File: config.mk
export PLATFORM = sky130hd
export DESIGN_NAME = ram_arbiter
export DESIGN_NICKNAME = d
export VERILOG_FILES = /design/src/rtl/ram_arbiter.sv
export SDC_FILE = /design/constraint.sdc
export NUM_CORES = 1
export LEC_CHECK = 0
export CAP_MARGIN = 10
export CORE_MARGIN = 5
export CORE_UTILIZATION = 30
export DETAILED_ROUTE_END_ITERATION = 16
export SYNTH_ARGS = -nofsm -noshare
export SYNTH_HDL_FRONTEND = slang
export SYNTH_SLANG_ARGS = --single-unit
File: constraint.sdc
create_clock -name clk -period 1.74 [get_ports clk]
set_input_delay 0.348 -clock clk [delete_from_list [all_inputs] [get_ports clk]]
set_output_delay 0.348 -clock clk [all_outputs]
set_load 0.03 [all_outputs]
File: src/rtl/ram_arbiter.sv
// Two-port arbiter and access sequencer for the RAM256x8 data memory.
// Port 0 is the CPU data port, port 1 the loader/debug port. One command is
// accepted per clock; each accepted command gets a one-cycle RAM access the
// next cycle, and reads return data one cycle after that.
module ram_arbiter #(
  parameter int unsigned PRIO_MODE  = 1,
  parameter int unsigned STARVE_MAX = 4
) (
  input  logic       clk,
  input  logic       reset,
  input  logic       req0,
  input  logic       we0,
  input  logic [7:0] addr0,
  input  logic [7:0] wdata0,
  output logic       gnt0,
  output logic       rvalid0,
  output logic [7:0] rdata0,
  input  logic       req1,
  input  logic       we1,
  input  logic [7:0] addr1,
  input  logic [7:0] wdata1,
  output logic       gnt1,
  output logic       rvalid1,
  output logic [7:0] rdata1,
  output logic [7:0] ram_address,
  output logic [7:0] ram_data_in,
  output logic       n_cs,
  output logic       n_oe,
  output logic       n_we,
  input  logic [7:0] ram_data_out,
  output logic       busy
);

  localparam logic [3:0] LpStarveMax = 4'(STARVE_MAX);

  typedef enum logic [0:0] {StIdle, StAcc} state_e;

  state_e     r_state;
  logic       r_we;
  logic       r_port;
  logic [3:0] r_starve;
  logic       r_last;

  logic       w_pick1;
  logic       w_xfer;
  logic       w_we;
  logic [7:0] w_addr;
  logic [7:0] w_wdata;

  // Arbitration: a lone requester wins; ties go by round-robin or by fixed
  // priority to port 0 unless port 1 has been refused STARVE_MAX times.
  always_comb begin
    gnt0    = 1'b0;
    gnt1    = 1'b0;
    w_pick1 = 1'b0;
    if (req0 && req1) begin
      if (PRIO_MODE == 0) w_pick1 = (r_last == 1'b0);
      else                w_pick1 = (r_starve == LpStarveMax);
      gnt1 = w_pick1;
      gnt0 = ~w_pick1;
    end else begin
      gnt0 = req0;
      gnt1 = req1;
    end
  end

  // Select the winning port's command for the access stage.
  always_comb begin
    w_xfer  = gnt0 | gnt1;
    w_we    = gnt1 ? we1    : we0;
    w_addr  = gnt1 ? addr1  : addr0;
    w_wdata = gnt1 ? wdata1 : wdata0;
  end

  // Starvation counter for port 1 and last-winner memory for round-robin.
  always_ff @(posedge clk or negedge reset) begin
    if (!reset) begin
      r_starve <= 4'd0;
      r_last   <= 1'b1;
    end else begin
      if (req1 && !gnt1) begin
        if (r_starve != LpStarveMax) r_starve <= r_starve + 4'd1;
      end else begin
        r_starve <= 4'd0;
      end
      if (gnt0)      r_last <= 1'b0;
      else if (gnt1) r_last <= 1'b1;
    end
  end

  // Access-cycle FSM with registered RAM strobes, address and write data.
  // Address and data hold their last values while idle.
  always_ff @(posedge clk or negedge reset) begin
    if (!reset) begin
      r_state     <= StIdle;
      n_cs        <= 1'b1;
      n_oe        <= 1'b1;
      n_we        <= 1'b1;
      busy        <= 1'b0;
      ram_address <= 8'h00;
      ram_data_in <= 8'h00;
      r_we        <= 1'b0;
      r_port      <= 1'b0;
    end else begin
      r_state <= w_xfer ? StAcc : StIdle;
      n_cs    <= ~w_xfer;
      n_oe    <= ~(w_xfer & ~w_we);
      n_we    <= ~(w_xfer & w_we);
      busy    <= w_xfer;
      if (w_xfer) begin
        ram_address <= w_addr;
        ram_data_in <= w_wdata;
        r_we        <= w_we;
        r_port      <= gnt1;
      end
    end
  end

  // Capture read data at the end of a read access and pulse the owner's rvalid.
  always_ff @(posedge clk or negedge reset) begin
    if (!reset) begin
      rvalid0 <= 1'b0;
      rvalid1 <= 1'b0;
      rdata0  <= 8'h00;
      rdata1  <= 8'h00;
    end else begin
      rvalid0 <= 1'b0;
      rvalid1 <= 1'b0;
      if (r_state == StAcc && !r_we) begin
        if (r_port) begin
          rvalid1 <= 1'b1;
          rdata1  <= ram_data_out;
        end else begin
          rvalid0 <= 1'b1;
          rdata0  <= ram_data_out;
        end
      end
    end
  end

endmodule
# --- Word-level counts from Yosys, hierarchy flattened ---
# Index checks and enable logic that the tools add are counted.
totals:
  output_inout_bits: 40
  input_bits: 46
  ff_bits: 45
op_classes:
  addsub: 1
  mux: 13
  n_bitwise: 9
  reduce_logical: 7
  eq_ne: 3
ops:
  columns: ["op", "count"]
  rows:
  - ["2-to-1 mux 8 bit", 2]
  - ["2-to-1 mux 1 bit", 9]
  - ["2-to-1 mux 4 bit", 2]
  - ["inverter 1 bit", 6]
  - ["adder 4 x 1 -> 4 bit (second input constant)", 1]
  - ["equality test 4 x 3 -> 1 bit (second input constant)", 1]
  - ["inequality test 4 x 3 -> 1 bit (second input constant)", 1]
  - ["AND reduction 2 bit", 2]
  - ["logical AND 1 bit", 3]
  - ["bitwise AND 1 bit", 2]
  - ["logical NOT 1 bit", 2]
  - ["inequality test 2 x 1 -> 1 bit (second input constant)", 1]
  - ["bitwise OR 1 bit", 1]

# --- Longest topological paths before layout ---
# Gate-level depths: netlist (run 1).
logic_depth:
  ltp_word: 7
  depth_mapped: 6

# --- Least setup slack after synthesis (run 1) ---
# OpenSTA, ideal clock, no wires.
synth_timing:
  kind: "reg-to-output"
  start: "register r_starve[0]"
  end: "output gnt1"
  path_slack_ps: 205
  t_required_ps: 1392
  t_arrival_ps: 1187
  n_path_buf: 1
  path_stages_with_launch: 6
  path_cell_list: "dfrtp_1 -> inv_1 -> ha_1 -> nand3b_1 -> a21boi_4 -> buf_6"
synth_via:
  elab_chain_cells: 3
synth_lines:
  columns: ["element", "line", "rtl"]
  rows:
  - ["start, declared", "41", "logic [3:0] r_starve;"]
  - ["start signal, assigned", "82", "if (r_starve != LpStarveMax) r_starve <= r_starve + 4'd1;"]
  - ["equality test 4 x 3 -> 1 bit", "58", "else w_pick1 = (r_starve == LpStarveMax);"]
  - ["2-to-1 mux 1 bit (2 in series)", "56", "if (req0 && req1) begin"]
  - ["end, declared", "22", "output logic gnt1,"]
# Every way passes these cells. The select of a mux whose other input is x is not followed.

# --- Worst setup path in the final report (run 1) ---
# Same ends and word-level chain as after synthesis.

==> results.txt, run 1 <==
Run status: finished, violations left
Antenna Nets Post-Route: 0
Final Skew: 0.00607 ns
Post-synthesis cell count: 128
Sequential fraction of the synthesis area: 0.611
Critical path fanouts, max: 2
Vias post-DR: 1,376
Io pins: 86
Die area: 7680 µm²
Worst path bufs/invs: 2
Worst-path clk slew: 0.09 ns
CTS Sinks: 44
Port-buffer cells: 85
First-pass GRT wire length: 7500 µm
Diodes inserted: 0
Worst Setup End Kind: output port
GR Util All Layers: 0.126
Post-synth ARST share: 1.00
Clock insertion delay at the later pin of the skew report: 0.30 ns
Synth top area share: 0.567
Final hold vios: 0
Syn avg cell area: 14.1 µm²
TritonCTS clock tree: yes
Clock buffer count from CTS: 5
Initial antenna violation count: 0
Largest cells by area after synthesis: dfrtp_1 (57%), mux2_2 (11%), a221o_1 (8.9%)
1st-iter DRT viols: 24
Top-count cell post-synth: dfrtp_1
Core region area: 5890 µm²
Total power: 0.00325 W
Fill count: 529
Synth area leader: dfrtp_1
Cell family contributing the most delay on the critical path: flip-flops
CP startpoint kind: flop
Initial Util: 0.307
WL/cell: 14.9 µm
# Max-Cap Violations: 0
Post-Syn Area: 1810 µm²
Lkg Pwr: 1.35 nW
Clk buf depth: 2
GR Overflow Total: 0
Vias in the first global route: 1,629
Worst slew margin: 0.644
#FFs+latches synth: 44
Largest net degree at the start of global routing: 45
Routed wire length: 4570 µm
Final HPWL DP: 3350 µm
Tcrit/Tclk final: 1.01
Die Y-Extent: 87.6 µm
Pins Over Slew Limit: 0
Area post-placement: 2790 µm²
Worst EP arrival: 1.41 ns
Via density: 4.50
Area growth, synth to finish: 66.6%
Placed Cells: 294
Distinct cells, synth: 24
Most frequent cells after synthesis: dfrtp_1 (41), and2_1 (17), mux2_2 (17), a221o_1 (16), inv_1 (6)
Finished Core Util: 0.512
Die Width: 87.6 µm
Layout net count: 278
Critical Path Max Stage Delay: 0.40 ns
Most used DFF post-synth: dfrtp_1
H-tree level count: 2
Worst-Margin Slew: 0.534 ns
Setup violators final: 1
Gpl congestion: 0.721
Post-Place Setup Slack: -0.0337 ns
Fmax: 568 MHz
Finished Layout Cells: 306
Peak VDD IR: 475 µV
Num rows: 28
WP data required: 1.39 ns
Crit path kind: flop to output port
Clock root cell: clkbuf_8
Synth warn: 0
Final Cell Area: 3010 µm²
Power density cells: 1080 nW/µm²
1st-pass router iterations: 5
Slowest stage cell, crit path: dfrtp_1
Residual DRC count: 0
Hold Crit Class: input port to asynchronous set/reset pin
Failing checks: negative setup slack
RSZ-0062 raised after global routing: true
Post-synth EDFFs: 0
Post-Syn Nets: 176
Layout cells sized above 1: 0.225
Fin worst setup slack: -0.0209 ns
Worst-path cell chain: inv_2, ha_4, nand3b_1, a21boi_4, buf_6
Final min period: 1.76 ns
worst paths after layout:
path	start	end	slack, ns	depth (start not counted)
max in group asynchronous	reset	n_cs	1.25	2
setup reg to reg	r_starve[0]	ram_data_in[4]	0.17	7
min in group clk	rdata1[7]	rdata1[7]	0.52	1
setup / recovery	r_starve[0]	gnt1	-0.02	5
hold reg to reg	rdata1[7]	rdata1[7]	0.52	1
hold / removal	reset	r_starve[0]	0.12	2
cell type report:
| cell class | instances | area (µm²) | area share |
|---|---|---|---|
| multi-input cells | 72 | 642 | 0.213 |
| flip-flops and latches | 44 | 1100 | 0.367 |
| repair buffers | 101 | 990 | 0.329 |
| well taps | 75 | 93.8 | 0.0312 |
| clock inverters | 3 | 90.1 | 0.0299 |
| clock buffers | 5 | 68.8 | 0.0229 |
| inverters | 6 | 22.5 | 0.00748 |
kinds of logic (layout without fill, tap and decap cells):
group                    count (synthesis)  in the layout  synth area share
multiplexers                            17             17             0.106
AO/OA/AOI/OAI                           21             21             0.113
XOR/XNOR                                 2              2           0.00969
adder cells (fa/ha/maj)                  2              2            0.0138
flip-flops                              44             44             0.611
AND/OR/NAND/NOR                         30             30             0.105
buffers and inverters                   12            115            0.0408
stage by stage:
step                      TNS (ns)  hold slack, ns
after global routing        -0.124           0.157
final                      -0.0209           0.116
after global placement     -0.0836           0.456
after floorplan                  0          0.0524
after detailed placement    -0.279           0.456
after CTS                  -0.0523           0.127
flip-flops by register name, summed over array words and instances (netlist names):
name / flops
r_starve: 4
n_oe: 1
n_we: 1
rvalid1: 1
r_port: 1
r_we: 1
rvalid0: 1
rdata0: 8
ram_data_in: 8
busy: 1
n_cs: 1
ram_address: 8
rdata1: 8
power by group:
group | internal (W) | switching [W]
Sequential | 0.00117 | 0.0000741
Combinational | 0.000466 | 0.000472
Clock | 0.000718 | 0.000350
per-layer routing:
metal	GRT usage	vias up	routed length, µm
met5	0	-	0
met4	0.0363	0	45
li1	-	664	-
met3	0.0602	5	518
met1	0.152	636	2050
met2	0.201	71	1960
cell usage in the layout, fill, tap and decap left out, drive strengths merged:
master,synthesis,layout
xor2,1,1
dfrtp,41,41
buf,6,19
nand4b,1,1
dlymetal6s2s,0,5
mux2,17,17
bufinv,0,3
nand3,1,1
a22oi,2,2
o22ai,1,1
nor2,3,3
nand3b,2,2
clkbuf,0,5
nor3b,1,1
ha,2,2
a221o,16,16
and2,18,18
clkdlybuf4s50,0,74
a21oi,1,1
inv,6,6
dfstp,3,3
and3,4,4
xnor2,1,1
dlygate4sd2,0,3
a21boi,1,1
what timing repair did:
item                                    in CTS  in global routing
endpoints found under the hold margin        0                  0
endpoints found under the setup margin       5                  7
resized for setup                            6                  7
pin swaps                                    3                  2
buffers inserted                             4                  0
hold buffers                                 0                  0
Power figures use the tool's default switching activity.
==> inputs of run 2 (changes only) <==
--- a/config.mk
+++ b/config.mk
@@ -9,6 +9,7 @@
 export CORE_MARGIN = 5
 export CORE_UTILIZATION = 30
 export DETAILED_ROUTE_END_ITERATION = 16
+export SKIP_LAST_GASP = 1
 export SYNTH_ARGS = -nofsm -noshare
 export SYNTH_HDL_FRONTEND = slang
 export SYNTH_SLANG_ARGS = --single-unit
==> results of run 2 <==
Final layout, timing and power as in run 1 (identical DEF).
Main changes from that run: number of gates resized after CTS 6 -> 5; wire length of the first global-routing pass 7500 µm -> 7490 µm; via count of the first global-routing pass 1629 -> 1625
==> inputs of run 3 (changes only) <==
--- a/config.mk
+++ b/config.mk
@@ -5,11 +5,10 @@
 export SDC_FILE = /design/constraint.sdc
 export NUM_CORES = 1
 export LEC_CHECK = 0
-export CAP_MARGIN = 10
+export CAP_MARGIN = 30
 export CORE_MARGIN = 5
 export CORE_UTILIZATION = 30
 export DETAILED_ROUTE_END_ITERATION = 16
-export SKIP_LAST_GASP = 1
 export SYNTH_ARGS = -nofsm -noshare
 export SYNTH_HDL_FRONTEND = slang
 export SYNTH_SLANG_ARGS = --single-unit
==> results of run 3 <==
Final layout, timing and power as in run 1 (identical DEF).
